`src/rtl/timer_dev.sv`:
```
// Programmable down-counting timer with one-shot and auto-reload modes.
// CPU-visible CTRL/PRESET/COUNT registers and a maskable interrupt request.
module timer_dev (
  input  logic        clk,
  input  logic        reset,
  input  logic [1:0]  addr,
  input  logic        we,
  input  logic [31:0] din,
  output logic [31:0] dout,
  output logic        irq
);

  typedef enum logic [1:0] {StIdle, StLoad, StCnt, StInt} state_e;

  state_e      state_q, state_d;
  logic [3:0]  ctrl_q, ctrl_d;
  logic [31:0] preset_q, preset_d;
  logic [31:0] count_q, count_d;
  logic        flag_q, flag_d;

  logic ctrl_wr, preset_wr, en_eff, auto_reload;

  assign ctrl_wr     = we && (addr == 2'd0);
  assign preset_wr   = we && (addr == 2'd1);
  // Enable as it will be after this edge, so a CTRL write steers the FSM on the write edge itself.
  assign en_eff      = ctrl_wr ? din[0] : ctrl_q[0];
  assign auto_reload = (ctrl_q[2:1] == 2'b01);

  always_comb begin
    state_d  = state_q;
    ctrl_d   = ctrl_q;
    preset_d = preset_q;
    count_d  = count_q;
    flag_d   = flag_q;

    if (preset_wr) preset_d = din;
    // Auto-reload flag only lives for the cycle after INT.
    if (auto_reload) flag_d = 1'b0;

    case (state_q)
      StIdle: begin
        if (en_eff) state_d = StLoad;
      end
      StLoad: begin
        if (!en_eff) begin
          state_d = StIdle;
        end else begin
          count_d = preset_q;
          state_d = StCnt;
        end
      end
      StCnt: begin
        if (!en_eff) begin
          state_d = StIdle;
        end else if (count_q == 32'd0) begin
          state_d = StInt;
        end else begin
          count_d = count_q - 32'd1;
        end
      end
      StInt: begin
        flag_d = 1'b1;
        if (auto_reload) begin
          state_d = en_eff ? StLoad : StIdle;
        end else begin
          ctrl_d[0] = 1'b0;
          state_d   = StIdle;
        end
      end
      default: state_d = StIdle;
    endcase

    // CPU write to CTRL overrides anything the FSM did this edge.
    if (ctrl_wr) begin
      ctrl_d = din[3:0];
      flag_d = 1'b0;
    end
  end

  always_ff @(posedge clk or negedge reset) begin
    if (!reset) begin
      state_q  <= StIdle;
      ctrl_q   <= 4'd0;
      preset_q <= 32'd0;
      count_q  <= 32'd0;
      flag_q   <= 1'b0;
    end else begin
      state_q  <= state_d;
      ctrl_q   <= ctrl_d;
      preset_q <= preset_d;
      count_q  <= count_d;
      flag_q   <= flag_d;
    end
  end

  always_comb begin
    dout = 32'd0;
    case (addr)
      2'd0:    dout = {28'd0, ctrl_q};
      2'd1:    dout = preset_q;
      2'd2:    dout = count_q;
      default: dout = 32'd0;
    endcase
  end

  assign irq = flag_q & ctrl_q[3];

endmodule

```
`config.mk`:
```
export PLATFORM = sky130hd
export DESIGN_NAME = timer_dev
export DESIGN_NICKNAME = d
export VERILOG_FILES = /design/src/rtl/timer_dev.sv
export SDC_FILE = /design/constraint.sdc
export NUM_CORES = 1
export LEC_CHECK = 0
export ABC_AREA = 0
export BUFFER_PORTS_ARGS = -buffer_cell sky130_fd_sc_hd__clkbuf_2
export CORE_MARGIN = 1
export CORE_UTILIZATION = 25
export CTS_CLUSTER_DIAMETER = 200
export DETAILED_ROUTE_END_ITERATION = 6
export PLACE_DENSITY = 0.46
export SLEW_MARGIN = 15
export SYNTH_ARGS = -nofsm -noshare
export SYNTH_HDL_FRONTEND = slang
export SYNTH_SLANG_ARGS = --single-unit
```
`constraint.sdc`:
```
create_clock -name clk -period 2.8 [get_ports clk]
set_input_delay 0.42 -clock clk [delete_from_list [all_inputs] [get_ports clk]]
set_output_delay 0.42 -clock clk [all_outputs]
set_load 0.01 [all_outputs]
```
Yosys cells after proc, flatten, opt, wreduce, memory -nomap -nowiden:

Index checks and enable logic that the tools add are counted.

* add/subtract/negate cells: 1
* equal/unequal tests: 12
* muxes and demuxes: 19
* bitwise operators: 1
* reduce and logical (&&, ||, !) cells: 11

Operators by type and width (number)
* 32-bit 2-to-1 mux: 3
* 32-bit one-hot mux with 3 select lines: 1
* 32-bit one-hot mux with 2 select lines: 1
* 32-bit zero test: 1
* 32-bit by 1-bit subtractor with 32-bit output, second input constant: 1
* 2-bit inequality test, second input constant: 5
* 1-bit 2-to-1 mux: 9
* 2-bit 2-to-1 mux: 4
* 2-bit one-hot mux with 4 select lines: 1
* 2-bit by 1-bit == test with 1-bit output, second input constant: 3
* 2-bit == test, second input constant: 3
* 2-bit zero test: 2
* 2-bit AND reduction: 2
* 4-bit AND reduction: 1
* 2-bit nonzero test: 2
* 3-bit inequality test, second input constant: 1
* 3-bit nonzero test: 1
* 1-bit logical AND: 2
* 1-bit AND: 1

* bits in registers: 71
* bits of input ports: 37
* output and inout port bits: 33
* logic and storage cells: 50

Logic depth before layout (Yosys ltp):

Gate-level depths: netlist (run 1).

* depth in word-level cells: 6
* gate-level depth with buffers: 10
* mapped depth without buffers: 7

Least setup slack after synthesis (run 1):

Ideal clock, no wire load.

* kind: register -> register
* start point: reg count_q[7]
* end point: reg count_q[25]
* setup time: 126 ps
* data arrival time: 2840 ps
* required time: 2674 ps
* path slack: -166 ps
* cell stages (with the launch flop): 10
* period minus slack after synthesis: 2966 ps
* cell sequence: dfrtp_1 -> buf_6 -> or4_1 -> buf_2 -> or4_1 -> buf_2 -> or4_4 -> and2_4 -> buf_6 -> a221o_1

* longest elaborated chain between the ends: 4

Ends and longest elaborated chain
* start, declared: line 18 `logic [31:0] count_q, count_d;`
* start signal, assigned: line 91 `count_q <= count_d;`
* 32-bit by 1-bit subtractor with 32-bit output: line 58 `count_d = count_q - 32'd1;`
* 32-bit 2-to-1 mux: line 55 `end else if (count_q == 32'd0) begin`
* 32-bit 2-to-1 mux: line 53 `if (!en_eff) begin`
* 32-bit one-hot mux with 2 select lines: line 40 `case (state_q)`

Parallel ways exist; a longest one is shown, timed or not. The select of a mux whose other input is x is not followed.
A chain may end at the register's enable or synchronous reset.

Worst setup path after layout (run 1):

* start point: reg count_q[10]
* end point: reg count_q[25]

The elaborated chain is that of the path after synthesis.

==> impl_metrics.toml, run 1 <==
[run_status]
outcome = "completed"

[worst_setup_path]
cp.required_ns = 3.02
reg2reg_slack_ns = 0.15
reg2reg_depth = 5
reg2reg_to = "count_q[25]"
arrival_ns = 2.87
worstSetupEndpointType = "flip-flop"
path_class = "flip-flop to flip-flop"
critPathMaxFanout = 6
reg2reg_from = "count_q[10]"
cp-start-kind = "flip-flop"

[clocking]
cts_tree = "done"
clk_pin_slew_ns = 0.06
numCtsBuffers = 9
cts_root_buf = "clkbuf_16"
ctsHtreeMaxLevel = 3
hold_buffers = 0
clockBufferDepth = 2
cts_sinks = 71
clk_latency_ns = 0.34

[global_route]
grt_max_degree = 44
antenna_found_initial = 0
grt_pass1_vias = 3820
gr-total-overflow = 0
grt_pass1_wl_um = 20400
grt_use_total = 0.159

[placed_design]
placed_area_sq_um = 4960
place_congestion = 0.827
placed_cells = 717
io_buffers = 69
dp_hpwl_um = 8840
dp_slack_ns = 0.0146

[power]
cellPowerDensity_nw_per_um2 = 886
p_leak_nw = 2.27
finalPower_mw = 4.68
ir_drop_uv = 379

[detailed_routing]
drtIter0Drc = 250
ant_nets = 0
dr.pass1.iters = 4
drc = 0
vias = 3724
wl_per_cell_um = 16.9
via_per_inst = 5.08
drt-total-wl_um = 12400

[timing]
fin_hold_ws_ns = 0.0329
final_max_slew_viol_count = 0
layout_min_cycle_time_ns = 2.65
period_share = 0.945
max_slew_margin = 0.553
rsz0062_at_grt = "no"
setup_viol = 0
skew_ns = 0.00563
tightest_slew_ns = 0.669
finalWorstSetupSlack_ns = 0.154
hold_viol_final = 0
tns_ns = 0
max_freq_mhz = 378

[floorplanning]
start_util = 0.256
dieArea_sq_um = 16800
core_area_sq_um = 15900
die_y_um = 129
die_w_um = 129
ios = 70
num_rows = 46

[synth]
synth.distinct_cells = 51
synth-seq-cells = 71
synth_compound_area_frac = 0.225
synth_area_leaders = "dfrtp_1, mux2_2, a22o_1, o21ai_0, nor2_1"
synth_area_per_cell_sq_um = 9.81
synth-edff-count = 0
synthXorXnorAreaFrac = 0
synth_nets = 452
synth_top_family_by_area = "compound AO/OA/AOI/OAI gates"
synth_fa_ha_area_frac = 0.00308
ys.flop_type = "dfrtp_1"
yosys.area_share.simple = 0.177
synthArstFlopShare = 1.00
synth-seq-area-share = 0.437
syn_area_sq_um = 4060
synthCells = 414
synth_area_leader_cell = "dfrtp_1"
synthMuxAreaShare = 0.115
yosys_warnings = 0
netlist.area_leader.share = 0.437

[finish]
drive_above_1_share = 0.373
final_area_sq_um = 5290
stdcell_count = 733
fillers = 1693
final_core_util = 0.333
fin_nets = 550
areaGrowthSynthToFinish_pct = 30.1
antenna_cells = 0

[worst_hold_path]
hp-class = "input pin to async pin"

[flow_run]
max_cap_violations = 0
[logic make-up (layout without fill, tap and decap cells)]
kind of cell	after synthesis	in the layout
and+or+nand+nor	137	137
AOI/OAI and AO/OA	124	124
DFF	71	71
muxes	42	42
buffers and inverters	39	142
adders and majority gates	1	1
[critical path, stage by stage (launching register included)]
cell and delay (ns):
dfrtp_1 0.37, or4_1 0.57, or4_4 0.58, or4_4 0.52, and2_4 0.19, a221o_1 0.30
[layout make-up]
cell class	count	area, sq um	share of cell area
clock inverter	3	40.0	0.00758
timing repair buffer	121	761	0.144
multi-input combinational	304	2150	0.406
sequential	71	1780	0.336
inverter	5	18.8	0.00355
tap	216	270	0.0511
clock buffer	13	270	0.0511
[where the power goes]
part           internal (mW)  switching (mW)
clock                  0.760           0.445
sequential              1.37           0.254
combinational          0.877           0.981
[worst max path at each step]
| stage | startpoint | to | cells after the start |
|---|---|---|---|
| after floorplan | count_q[7] | count_q[25] | 9 |
| after global placement | count_q[10] | count_q[7] | 6 |
| after detailed placement | count_q[10] | count_q[16] | 5 |
| after CTS | count_q[10] | count_q[4] | 6 |
| after global routing | count_q[10] | count_q[6] | 6 |
| final | count_q[10] | count_q[25] | 5 |
[metal layers]
layer,up-vias,part of all wire,track usage
li1,1786,-,-
met1,1830,0.48,0.218
met2,96,0.45,0.242
met3,12,0.052,0.0367
met4,0,0.016,0.0643
met5,-,0,0
[sequential cells by signal (all words and copies together), names as in the netlist]
name and flops:
count_q 32, preset_q 32, ctrl_q 4, state_q 2, flag_q 1
[Yosys cell counts, types with 2 or more instances]
cell type  number
nand4_1         7
clkbuf_1       23
nor3_1          6
and2_1          2
a21oi_1        13
a221o_1         2
or3_1           9
buf_1           4
a22oi_2         4
o31a_1          5
o22ai_1         3
nand2_1        23
inv_1           5
a311oi_1        4
a22o_1         28
nand3_1        14
o211ai_1        2
a31oi_1         6
nand2b_1        5
mux2i_1         6
or2_2           3
and3_1          7
mux2_2         36
a41oi_1         3
dfrtp_1        71
nor3b_1         2
a31o_2          2
o32a_1          4
nor2_1         32
nor4_1          9
buf_6           3
a32o_1          2
o41ai_1         2
buf_2           4
nor2b_1         5
or4_1           9
a22oi_1         4
o21ai_0        32
[repair_timing]
action,4_1_cts,5_1_grt
endpoints found under the hold margin,0,0
resized for setup,0,2
setup buffers,0,0
endpoints found under the setup margin,0,7
[cells in the final DEF (no fill, tap or decap), drive strengths merged, types with 3 or more instances in the layout]
cell type / count
mux2: 36
a22o: 28
or3: 9
nor3: 6
or2: 3
nor2b: 5
inv: 5
a41oi: 3
o32a: 4
and3: 7
or4: 10
buf: 53
dfrtp: 71
nand2: 23
nand4: 7
a21oi: 13
clkbuf: 81
a22oi: 8
nand3: 14
nand2b: 5
o22ai: 3
nor4: 9
mux2i: 6
nor2: 32
a311oi: 4
and2: 3
o21ai: 32
o31a: 5
a31oi: 6
Note: power is estimated with default switching activity, not from simulation.
==> inputs of run 2 (changes only) <==
HOLD_SLACK_MARGIN = 0.08   (was unset)
==> impl_metrics.toml, run 2 (synthesis results as in run 1) <==
[run_status]
outcome = "completed"

[worst_setup_path]
reg2reg_to = "count_q[25]"
reg2reg_from = "count_q[10]"
critPathMaxFanout = 6
reg2reg_slack_ns = 0.16
cp.required_ns = 3.02
crit_path_start = "count_q[10]"
crit_top_cell = "or4_4"
cp_slowest_cell = "or4_4"
worstSetupEndpointType = "flip-flop"
cp-start-kind = "flip-flop"
crit_chain = "or4_1 > or4_4 > or4_4 > and2_4 > a221o_1"
arrival_ns = 2.86
reg2reg_depth = 5
slowest_delay_ns = 0.58
path_class = "flip-flop to flip-flop"

[power]
cellPowerDensity_nw_per_um2 = 884
clockPowerShare = 0.257
p_sw_mw = 1.68
seqPwrFrac = 0.346
finalPower_mw = 4.68
netSwitchingFraction = 0.358
pwr-share-comb = 0.397
ir_drop_uv = 374
power.internal_mw = 3.00
p_leak_nw = 2.28

[worst_hold_path]
hp-class = "input pin to flip-flop"
holdPathEnd = "preset_q[5]"
worstHoldStart = "din[5]"
hold_depth = 2

[placed_design]
dp_hpwl_um = 8840
placed_area_sq_um = 4960
io_buffers = 69
dp_slack_ns = 0.0146
place_congestion = 0.827

[global_route]
gr-total-overflow = 0
grt_use_total = 0.159
grt_max_degree = 44
antenna_found_initial = 0
grt_pass1_vias = 3820
grt_pass1_wl_um = 20400

[floorplanning]
start_util = 0.256
core_area_sq_um = 15900
dieArea_sq_um = 16800
die_w_um = 129
die_y_um = 129
num_rows = 46
ios = 70

[finish]
final_area_sq_um = 5300
fin_nets = 551
mostFrequentLayoutCell = "dfrtp_1"
final_cell_mix = "dfrtp_1, clkbuf_2, buf_4, mux2_2, o21ai_0"
areaGrowthSynthToFinish_pct = 30.3
drive_above_1_share = 0.373
antenna_cells = 0
reg.largest.list = "count_q x32, preset_q x32, ctrl_q x4"

[detailed_routing]
wl_per_cell_um = 16.8
dr.pass1.iters = 5
drc = 0
drtIter0Drc = 241
wl_met2_um = 5640
routed.top_layer = "met4"
drt-total-wl_um = 12400
wl_met1_um = 6050
vias = 3697
via_per_inst = 5.04
ant_nets = 0
wl_met3_um = 562

[clocking]
cts_root_buf = "clkbuf_16"
clk_latency_ns = 0.34
clockBufferDepth = 2
ctsHtreeMaxLevel = 3
numCtsBuffers = 9
cts_sinks = 71
clk_pin_slew_ns = 0.06
cts_tree = "done"
postCtsSetupBuffers = 0

[timing]
hold_viol_final = 0
layout_min_cycle_time_ns = 2.64
max_slew_margin = 0.560
final_max_slew_viol_count = 0
max_freq_mhz = 378
period_share = 0.944
tightest_slew_ns = 0.660
finalWorstSetupSlack_ns = 0.156
setup_viol = 0
skew_ns = 0.00746
rsz0062_at_grt = "no"

[flow_run]
max_cap_violations = 0
## run 2: cell count changes in the layout (fill, tap and decap cells not counted), sizes merged
cell,before,now
dlygate4sd3,0,1
## run 2: critical path, delay by kind of cell, from the launching register on
kind / cells / cell delay, ns
simple gates: 4 / 1.86
flops: 1 / 0.37
compound gates: 1 / 0.30
## run 2: worst max-delay path by stage
stage                              to  cells after the start
after floorplan           count_q[25]                      9
after global placement     count_q[7]                      6
after detailed placement  count_q[16]                      5
after CTS                  count_q[4]                      6
after global routing       count_q[6]                      6
final                     count_q[25]                      5
## run 2: power by group through the flow
stage	Clock [mW]	Combinational [mW]	Sequential, mW
after floorplan	0	1.04	1.66
after global placement	0	1.85	1.63
after detailed placement	0	1.86	1.64
after CTS	1.24	1.87	1.62
after global routing	1.29	2.06	1.67
final	1.20	1.86	1.62
## run 2: repair_timing
action,4_1_cts,5_1_grt
setup endpoints to repair,0,7
endpoints found under the hold margin,17,0
hold buffers,1,0
gates resized for setup,0,2
## run 2: routing by layer
metal,up-vias,GRT usage
met5,-,0
li1,1788,-
met2,96,0.242
met1,1807,0.218
met4,0,0.0643
met3,6,0.0367
## run 2: area by class of cell
class                      count  area (sq um)
sequential                    71          1780
timing repair buffer         122           771
inverter                       5          18.8
tap                          216           270
clock inverter                 3          40.0
fill                        1693         10600
multi-input combinational    304          2150
clock buffer                  13           270
## run 2: through the flow
step                      instances  hold slack (ns)  utilization  TNS [ns]
after floorplan                 414            0.124            -    -0.665
after global placement          717            0.403        0.312         0
after detailed placement        717            0.410        0.312         0
after CTS                       734            0.293        0.333         0
after global routing            734            0.302        0.333         0
final                           734            0.307        0.333         0
==> inputs of run 3 (changes only) <==
ABC_AREA = 1   (was 0)
CAP_MARGIN = 20   (was unset)
SETUP_SLACK_MARGIN = 0.3   (was unset)
==> impl_metrics.toml, run 3 <==
[run_status]
outcome = "completed"

[clocking]
ctsHtreeMaxLevel = 3
clk_pin_slew_ns = 0.06
cts_root_buf = "clkbuf_16"
numCtsBuffers = 9
hold_buffers = 0
cts_tree = "done"
cts_resized = 0
cts_sinks = 71
postCtsSetupBuffers = 0
clockBufferDepth = 2
clk_latency_ns = 0.34

[floorplanning]
core_area_sq_um = 17200
die_y_um = 135
start_util = 0.255
dieArea_sq_um = 18100
die_w_um = 135
ios = 70
num_rows = 48

[worst_setup_path]
crit_end = "count_q[15]"
critPathMaxFanout = 35
cp-start-kind = "flip-flop"
reg2reg_depth = 10
cp.required_ns = 3.03
crit_path_start = "count_q[0]"
reg2reg_to = "count_q[15]"
reg2reg_from = "count_q[0]"
worstSetupEndpointType = "flip-flop"
arrival_ns = 2.44
path_class = "flip-flop to flip-flop"
reg2reg_slack_ns = 0.59

[timing]
max_freq_mhz = 452
hold_viol_final = 0
tns_ns = 0
final_max_slew_viol_count = 0
max_slew_margin = 0.436
fin_hold_ws_ns = 0.105
layout_min_cycle_time_ns = 2.21
period_share = 0.790
tightest_slew_ns = 0.846
rsz0062_at_grt = "no"
setup_viol = 0
skew_ns = 0.00669

[synth]
synth_compound_area_frac = 0.142
syn_area_sq_um = 4390
synthCells = 622
yosys_warnings = 0
synth-edff-count = 0
synthMuxAreaShare = 0.0205
synth-seq-cells = 71
synth_fa_ha_area_frac = 0.00285
post-synth-top-count-cell = "nand2_1"
synthXorXnorAreaFrac = 0.00598
synth.distinct_cells = 30
synthTopCellsByCount = "nand2_1, nor2_1, dfrtp_1, inv_1, nand3_1"
synth_area_per_cell_sq_um = 7.06
synth_nets = 660
yosys.area_share.simple = 0.329
synth_area_leaders = "dfrtp_1, nand2_1, nor2_1, inv_1, nand3_1"
ys.flop_type = "dfrtp_1"
synth_top_family_by_area = "simple AND/OR/NAND/NOR gates"
synthArstFlopShare = 1.00
netlist.area_leader.share = 0.404
synth-seq-area-share = 0.404
synth_area_leader_cell = "dfrtp_1"

[finish]
fin_nets = 724
final_cell_mix = "nand2_1, nor2_1, inv_1, dfrtp_1, clkbuf_2"
mostFrequentLayoutCell = "nand2_1"
drive_above_1_share = 0.200
antenna_cells = 0
reg.largest.list = "count_q x32, preset_q x32, ctrl_q x4"
areaGrowthSynthToFinish_pct = 19.9

[flow_run]
max_cap_violations = 0

[power]
p_leak_nw = 2.59
cellPowerDensity_nw_per_um2 = 978
ir_drop_uv = 361

[global_route]
gr-total-overflow = 0
grt_pass1_wl_um = 22400
antenna_found_initial = 0
grt_pass1_vias = 4210
grt_max_degree = 72
grt_use_total = 0.163

[detailed_routing]
vias = 4213
drt-total-wl_um = 13800
dr.pass1.iters = 5
via_per_inst = 4.61
drc = 0
ant_nets = 0
drtIter0Drc = 239
wl_per_cell_um = 15.1

[placed_design]
dp_hpwl_um = 9940
io_buffers = 69
place_congestion = 0.873

[worst_hold_path]
hp-class = "input pin to async pin"
[run 3: worst min-delay path by stage]
| stage | startpoint | to | slack [ns] | cells after the start |
|---|---|---|---|---|
| after detailed placement | reset | preset_q[1] | 0.49 | 2 |
| after global routing | reset | preset_q[1] | 0.14 | 2 |
| after floorplan | reset | count_q[0] | 0.12 | 0 |
| after CTS | reset | preset_q[1] | 0.12 | 2 |
| after global placement | ctrl_q[2] | ctrl_q[2] | 0.48 | 2 |
| final | reset | ctrl_q[3] | 0.10 | 2 |
[run 3: worst max-delay path, stage by stage, from the launching register on]
cell	delay, ns
dfrtp_1	0.37
inv_1	0.15
ha_1	0.28
nand2_2	0.14
nor2_8	0.19
nand4_1	0.13
nand2_1	0.11
nand2_2	0.21
buf_6	0.31
nand2_1	0.13
o21ai_2	0.06
[run 3: layer usage]
layer,part of all wire,vias to the layer above,track usage
li1,-,2140,-
met4,0.026,0,0.0843
met5,0,-,0
met1,0.50,1975,0.224
met2,0.45,79,0.248
met3,0.031,19,0.0255
[run 3: logic make-up (layout without fill, tap and decap cells)]
group,after synthesis,in the layout
compound gates,104,104
buf+inv,98,165
xor+xnor,3,3
flops,71,71
fa+ha+maj,1,1
mux,8,8
simple gates,337,337
[run 3: where the power goes]
group	internal (mW)	total (mW)	leakage, nW	switching [mW]
logic	0.740	2.25	1.60	1.51
clock network	0.728	1.17	0.147	0.446
registers	1.37	1.73	0.837	0.359
total	2.84	5.15	2.59	2.31
[run 3: through the flow]
step | util | worst slack [ns] | instance area [sq um] | std cells | power, mW
5_1_grt | 0.306 | 0.366 | 5270 | 914 | 5.59
3_5_place_dp | 0.288 | 0.488 | 4970 | 900 | 3.99
2_1_floorplan | - | 1.07 | 4390 | 622 | 3.38
4_1_cts | 0.306 | 0.482 | 5270 | 914 | 5.18
6_report | 0.306 | 0.589 | 5270 | 914 | 5.15
3_3_place_gp | 0.288 | 0.521 | 4970 | 900 | 3.95
[run 3: area by class of cell]
class,instances,area [sq um]
clock buffers,11,253
multi-input cells,453,2200
fillers,1882,12000
repair buffers,77,434
clock inverters,3,43.8
inverters,74,278
flip-flops and latches,71,1780
well taps,225,282
